$ cat src/rtl/div_sequencer.sv
// Multi-cycle 8-bit restoring divider controller that produces one quotient bit per clock.
// Supports unsigned and signed (truncating) division through one shared subtractor.
module subtractor #(
    parameter int WIDTH = 8
) (
    input  logic [WIDTH-1:0] A,
    input  logic [WIDTH-1:0] B,
    output logic [WIDTH-1:0] Diff,
    output logic             Borrow
);
    assign {Borrow, Diff} = {1'b0, A} - {1'b0, B};
endmodule

module div_sequencer #(
    parameter int WIDTH = 8
) (
    input  logic             clk,
    input  logic             rst_n,
    input  logic             start,
    input  logic             signed_mode,
    input  logic [WIDTH-1:0] dividend,
    input  logic [WIDTH-1:0] divisor,
    output logic             busy,
    output logic             done,
    output logic [WIDTH-1:0] quotient,
    output logic [WIDTH-1:0] remainder,
    output logic             div_by_zero,
    output logic             overflow
);
    typedef enum logic [2:0] {IDLE, PREP, ITER, FIX, DONE} state_e;

    state_e           state_q, state_d;
    logic             mode_q, mode_d;
    logic [WIDTH-1:0] dvd_q, dvd_d, dvs_q, dvs_d;
    logic [WIDTH-1:0] r_q, r_d, qsh_q, qsh_d, bmag_q, bmag_d;
    logic [2:0]       cnt_q, cnt_d;
    logic             qneg_q, qneg_d, rneg_q, rneg_d, dz_q, dz_d;
    logic [WIDTH-1:0] quo_q, quo_d, rem_q, rem_d;
    logic             dbz_q, dbz_d, ovf_q, ovf_d;

    logic [WIDTH-1:0] s, diff;
    logic             c, borrow, qbit;

    assign c    = r_q[WIDTH-1];
    assign s    = {r_q[WIDTH-2:0], qsh_q[WIDTH-1]};
    assign qbit = c | ~borrow;

    subtractor #(.WIDTH(WIDTH)) u_sub (
        .A      (s),
        .B      (bmag_q),
        .Diff   (diff),
        .Borrow (borrow)
    );

    always_ff @(posedge clk or negedge rst_n) begin
        if (!rst_n) begin
            state_q <= IDLE;
            mode_q  <= 1'b0;
            dvd_q   <= '0;
            dvs_q   <= '0;
            r_q     <= '0;
            qsh_q   <= '0;
            bmag_q  <= '0;
            cnt_q   <= '0;
            qneg_q  <= 1'b0;
            rneg_q  <= 1'b0;
            dz_q    <= 1'b0;
            quo_q   <= '0;
            rem_q   <= '0;
            dbz_q   <= 1'b0;
            ovf_q   <= 1'b0;
        end else begin
            state_q <= state_d;
            mode_q  <= mode_d;
            dvd_q   <= dvd_d;
            dvs_q   <= dvs_d;
            r_q     <= r_d;
            qsh_q   <= qsh_d;
            bmag_q  <= bmag_d;
            cnt_q   <= cnt_d;
            qneg_q  <= qneg_d;
            rneg_q  <= rneg_d;
            dz_q    <= dz_d;
            quo_q   <= quo_d;
            rem_q   <= rem_d;
            dbz_q   <= dbz_d;
            ovf_q   <= ovf_d;
        end
    end

    always_comb begin
        state_d = state_q;
        mode_d  = mode_q;
        dvd_d   = dvd_q;
        dvs_d   = dvs_q;
        r_d     = r_q;
        qsh_d   = qsh_q;
        bmag_d  = bmag_q;
        cnt_d   = cnt_q;
        qneg_d  = qneg_q;
        rneg_d  = rneg_q;
        dz_d    = dz_q;
        quo_d   = quo_q;
        rem_d   = rem_q;
        dbz_d   = dbz_q;
        ovf_d   = ovf_q;
        unique case (state_q)
            IDLE: begin
                if (start) begin
                    mode_d  = signed_mode;
                    dvd_d   = dividend;
                    dvs_d   = divisor;
                    state_d = PREP;
                end
            end
            PREP: begin
                qsh_d  = (mode_q && dvd_q[WIDTH-1]) ? -dvd_q : dvd_q;
                bmag_d = (mode_q && dvs_q[WIDTH-1]) ? -dvs_q : dvs_q;
                qneg_d = mode_q & (dvd_q[WIDTH-1] ^ dvs_q[WIDTH-1]);
                rneg_d = mode_q & dvd_q[WIDTH-1];
                r_d    = '0;
                cnt_d  = '0;
                // Zero divisor publishes results now but still passes through FIX
                // so done lands two edges after acceptance.
                if (dvs_q == '0) begin
                    quo_d   = '1;
                    rem_d   = dvd_q;
                    dbz_d   = 1'b1;
                    ovf_d   = 1'b0;
                    dz_d    = 1'b1;
                    state_d = FIX;
                end else begin
                    dz_d    = 1'b0;
                    state_d = ITER;
                end
            end
            ITER: begin
                r_d   = qbit ? diff : s;
                qsh_d = {qsh_q[WIDTH-2:0], qbit};
                cnt_d = cnt_q + 3'd1;
                if (cnt_q == 3'd7) state_d = FIX;
            end
            FIX: begin
                if (!dz_q) begin
                    quo_d = qneg_q ? -qsh_q : qsh_q;
                    rem_d = rneg_q ? -r_q : r_q;
                    ovf_d = mode_q && (dvd_q == {1'b1, {(WIDTH-1){1'b0}}}) && (dvs_q == '1);
                    dbz_d = 1'b0;
                end
                state_d = DONE;
            end
            DONE:    state_d = IDLE;
            default: state_d = IDLE;
        endcase
    end

    always_comb begin
        busy        = (state_q == PREP) || (state_q == ITER) || (state_q == FIX);
        done        = (state_q == DONE);
        quotient    = quo_q;
        remainder   = rem_q;
        div_by_zero = dbz_q;
        overflow    = ovf_q;
    end
endmodule

$ cat config.mk
export PLATFORM = sky130hd
export DESIGN_NAME = div_sequencer
export DESIGN_NICKNAME = d
export VERILOG_FILES = /design/src/rtl/div_sequencer.sv
export SDC_FILE = /design/constraint.sdc
export NUM_CORES = 1
export LEC_CHECK = 0
export CAP_MARGIN = 20
export CORE_MARGIN = 1
export CORE_UTILIZATION = 40
export CTS_CLUSTER_DIAMETER = 100
export CTS_CLUSTER_SIZE = 40
export DETAILED_ROUTE_END_ITERATION = 8
export PLACE_DENSITY = 0.73
export SETUP_SLACK_MARGIN = 0.5
export SKIP_CTS_REPAIR_TIMING = 1
export SLEW_MARGIN = 20
export SYNTH_ARGS = -nofsm -noshare
export SYNTH_HDL_FRONTEND = slang
export SYNTH_SLANG_ARGS = --single-unit
$ cat constraint.sdc
create_clock -name clk -period 2.5 [get_ports clk]
set_clock_uncertainty 0.05 [all_clocks]
set_input_delay 0.25 -clock clk [delete_from_list [all_inputs] [get_ports clk]]
set_output_delay 0.25 -clock clk [all_outputs]
set_load 0.02 [all_outputs]
# Yosys cells after proc, flatten, opt, wreduce, memory -nomap -nowiden
# Index checks and enable logic that the tools add are counted.
dict set report classes {
  n_mux 25
  n_eq_ne 11
  bitwise_logic 5
  n_addsub 6
  n_reduce_logical 13
}
# op n
set op_table {}
lappend op_table {{$mux W8} 9}
lappend op_table {{$pmux W8 S2} 4}
lappend op_table {{$neg A8 Y8} 4}
lappend op_table {{$eq A8 B8 Y1 const B} 2}
lappend op_table {{$pmux W3 S4} 1}
lappend op_table {{$sub A8 B8 Y9} 1}
lappend op_table {{$logic_not A8 Y1} 1}
lappend op_table {{$ne A2 B2 Y1 const B} 4}
lappend op_table {{$eq A3 B2 Y1 const B} 2}
lappend op_table {{$eq A3 B3 Y1 const B} 2}
lappend op_table {{$mux W1} 6}
lappend op_table {{$mux W3} 2}
lappend op_table {{$pmux W3 S2} 1}
lappend op_table {{$logic_and A1 B1 Y1} 4}
lappend op_table {{$pmux W1 S2} 2}
lappend op_table {{$reduce_and A2 Y1} 2}
lappend op_table {{$reduce_bool A2 Y1} 2}
lappend op_table {{$add A3 B1 Y3 const B} 1}
lappend op_table {{$eq A3 B1 Y1 const B} 1}
lappend op_table {{$logic_not A3 Y1} 1}
lappend op_table {{$reduce_and A3 Y1} 1}
lappend op_table {{$and A1 B1 Y1} 2}
lappend op_table {{$logic_or A1 B1 Y1} 2}
lappend op_table {{$not A1 Y1} 1}
lappend op_table {{other kinds (2)} 2}
dict set report word_totals {
  regBits 68
  output_inout_bits 20
  wordCells 75
  input_bits 20
}

# Longest topological paths before layout
dict set report logic_depth {
  ltp_word 5
  depth_mapped 9
  depth_no_buf 9
}

# Hierarchy
# A second synthesis with hierarchy kept.
dict set report unflattened {
  hier_cells 384
  hier_area_um2 3836.2
}
# mod instances cells_each seq_area_each_um2 area_per_inst_um2
set modules_own_cells {}
lappend modules_own_cells {div_sequencer 1 336 1701.6 3482.1}
lappend modules_own_cells {subtractor 1 48 0.0 354.1}

# Worst setup path before layout
# No wires, ideal clock.
dict set report synth_timing {
  path_kind {register to register}
  from {register qsh_q[7]}
  to {register r_q[5]}
  setup_ns 0.122
  slack_ns 0.109
  arrival_time_ns 2.219
  synth_period_minus_slack_ns 2.391
  required_time_ns 2.328
  n_path_buf 0
  path_stages_with_launch 10
  path_cell_list {dfrtp_1 -> inv_1 -> ha_1 -> fa_1 -> nand2b_1 -> a21oi_1 -> a31oi_1 -> o21ai_2 -> o21ai_0 -> a32o_1}
}
dict set report synth_between {
  elab_chain_cells 5
}
# item line
set synth_lines {}
lappend synth_lines {{start, declared} 35} ;# logic [WIDTH-1:0] r_q, r_d, qsh_q, qsh_d, bmag_q, bmag_d;
lappend synth_lines {{start signal, assigned} 78} ;# qsh_q <= qsh_d;
lappend synth_lines {{$sub A8 B8 Y9 (*)} 11} ;# assign {Borrow, Diff} = {1'b0, A} - {1'b0, B};
lappend synth_lines {{$not A1 Y1} 46} ;# assign qbit = c | ~borrow;
lappend synth_lines {{$or A1 B1 Y1} 46}
lappend synth_lines {{$mux W8 (*)} 138} ;# r_d = qbit ? diff : s;
lappend synth_lines {{$pmux W8 S2 (*)} 107} ;# unique case (state_q)
lappend synth_lines {{end signal, assigned} 77} ;# r_q <= r_d;
lappend synth_lines {{end, declared} 35}
# Mark *: on every way between the ends. The rest lies on a longest branch, timed or not.
# A chain may end at the register's enable or synchronous reset.

# Final worst setup path
# Same ends and word-level chain as after synthesis.

==> results.ini <==
[power]
p_total_mw=6.99
power_density_mw_per_mm2=1480
switchingPower_mw=3.02
netSwitchingFraction_pct=43.3
comb_power_share_pct=54.8
peakVddDrop_mv=0.663
internal_power_mw=3.96
leakagePower_nw=2.07
p_seq_share_pct=31.9
pwr-share-clk_pct=13.4

[cts]
clock-sinks=68
htree_num_levels=3
cts_tree=yes
clock-root-buffer=clkbuf_8
cts_made_buffers=9
clk_latency_ns=0.35
clock_path_buffers=2
clk_pin_slew_worst_paths_ns=0.07

[yosys]
synth_common_cells=dfrtp_1, nand2_1, o21ai_0, nor2_1
ys_ff_latch=68
post-synth-top-area-fraction_pct=45.6
ys.warnings.count=0
ys_top_cells_by_area=dfrtp_1, ha_1, nand2_1, o21ai_0, xnor2_1
async_flop_share_pct=100
yosysMostFrequentCell=dfrtp_1
avgSynthCellArea_um2=9.84
synthesis.nets=415
synth-seq-area-share_pct=45.6
yosysTopAreaCell=dfrtp_1
ys_types=53
ys.flop_type=dfrtp_1
synth_edf_count=0
syn-instance-count=379
syn-cell-area_mm2=0.00373

[placement]
placed_cell_area_mm2=0.00429
io_buffers=39
place_hpwl_um=6080
gp_congestion=0.906
preCtsSetupSlack_ns=0.174
dp.cells=514

[grt]
grt_pass1_vias=2839
grtUsageMet2_pct=29.1
grtUsageMet1_pct=24.6
antenna_found_initial=0
track_usage_pct=18.3
grt_max_degree=40
global_route.usage.met3_pct=3.05
grt_pass1_wl_um=13900
grt-busiest-layer=met2
grt-ovfl-total=0

[timing]
worstMarginPinSlew_ns=0.927
drv_slew=0
tns_ns=0
finalSetupViolCount=0
relSlewSlack_pct=38.1
fin_crit_sh_pct=87.2
finalWorstSetupSlack_ns=0.321
hold_violations=0
rsz0062_at_grt=yes
whs_ns=0.418
min_period_ns=2.18
fmax_mhz=459

[critical_path]
r2r-end=r_q[5]$_DFFE_PN0P_
crit_arrival_ns=2.36
cp.required_ns=2.68
worstSetupStartpointType=flip-flop
end_kind=flip-flop
ff2ff_setup_slack_ns=0.32
path_class=flip-flop to flip-flop
reg2reg_from=qsh_q[7]$_DFFE_PN0P_
critPathMaxFanout=5
reg2reg_depth=9

[drt]
route.detailed.drc=0
drt_iter0_drc=239
vias_per_cell=5.56
first_pass_iters=4
vias=3036
routed_wl_um=8790
ant_nets=0
routedWlPerCell_um=16.1

[floorplan]
io_pins=40
core_mm2=0.00889
die_h_um=98.6
die_area_mm2=0.00972
num_rows=34
initial_utilization_pct=42.0
die_x_um=98.6

[worst_hold_path]
hold_path.class=input port to flip-flop
hp-start=divisor[0]
holdPathStages=3
hold_path_end=dvs_q[0]$_DFFE_PN0P_

[cells_and_area]
area_delta_synth_final_pct=26.8
layout-drive-gt1-share_pct=21.0
diodes=0
fillers=795
fin_util_pct=53.2
fin_area_mm2=0.00473
nets=470
fin_cells=546

[outcome]
outcome=complete, no violations

[job]
cap_violations=0

==> power groups by stage <==
stage	Clock, mW	Sequential [mW]	Combinational, mW
after floorplan	0	2.14	2.53
after global placement	0	2.17	3.36
after detailed placement	0	2.20	3.47
after CTS	0.947	2.18	3.48
after global routing	0.994	2.30	4.20
final	0.933	2.23	3.83
==> metal layers <==
| layer | vias to the layer above | part of all wire (%) |
|---|---|---|
| met1 | 1492 | 45 |
| li1 | 1433 | - |
| met5 | - | 0 |
| met4 | 0 | 2.8 |
| met2 | 92 | 47 |
| met3 | 19 | 4.9 |
==> layout make-up <==
cell class	count	area (um^2)	share of cell area [%]
clock buffers	14	173	3.65
clock inverters	1	30.0	0.635
inverters	17	63.8	1.35
multi-input cells	278	2040	43.1
flip-flops and latches	68	1710	36.1
well taps	108	135	2.86
repair buffers	60	583	12.3
==> worst max-delay path, stage by stage, from the launching register on <==
cell      delay, ns
dfrtp_1        0.37
inv_2          0.07
ha_4           0.17
fa_2           0.37
nand2b_4       0.16
a21oi_4        0.16
a31oi_4        0.14
o21ai_4        0.23
o21ai_1        0.09
a32o_1         0.26
==> layout by cell type (no fill, tap or decap), types with 6 or more instances in the layout <==
master	count
dfrtp_1	63
nand2_1	48
clkdlybuf4s50_1	36
o21ai_0	27
nor2_1	22
xnor2_1	17
buf_4	16
inv_1	15
ha_1	14
mux2_2	13
clkbuf_8	12
xor2_1	11
mux2i_1	9
a21oi_1	8
o211ai_1	6
o21ai_1	6
a22oi_1	6
==> logic make-up after synthesis <==
family          Yosys count  synth area share (%)
compound gates           91                  16.1
xor+xnor                 28                  6.57
fa+ha+maj                16                  5.57
buf+inv                  35                  4.06
flops                    68                  45.6
mux                      22                  6.34
simple gates            119                  15.7
==> state kept, by name, indices dropped and copies added (netlist names), 3 cells and up <==
name,flops
dvs_q,8
dvd_q,8
quotient,8
qsh_q,8
cnt_q,3
remainder,8
r_q,8
bmag_q,8
state_q,3
==> worst max path at each step <==
stage	start	end	slack, ns	cells after the start
4_1_cts	r_q[0]$_DFFE_PN0P_	r_q[5]$_DFFE_PN0P_	0.17	8
3_3_place_gp	r_q[0]$_DFFE_PN0P_	r_q[3]$_DFFE_PN0P_	0.25	8
5_1_grt	qsh_q[7]$_DFFE_PN0P_	r_q[3]$_DFFE_PN0P_	0.24	9
3_5_place_dp	r_q[0]$_DFFE_PN0P_	r_q[3]$_DFFE_PN0P_	0.17	8
2_1_floorplan	r_q[0]$_DFFE_PN0P_	r_q[5]$_DFFE_PN0P_	0.35	8
6_report	qsh_q[7]$_DFFE_PN0P_	r_q[5]$_DFFE_PN0P_	0.32	9
Note: power is estimated with default switching activity, not from simulation.
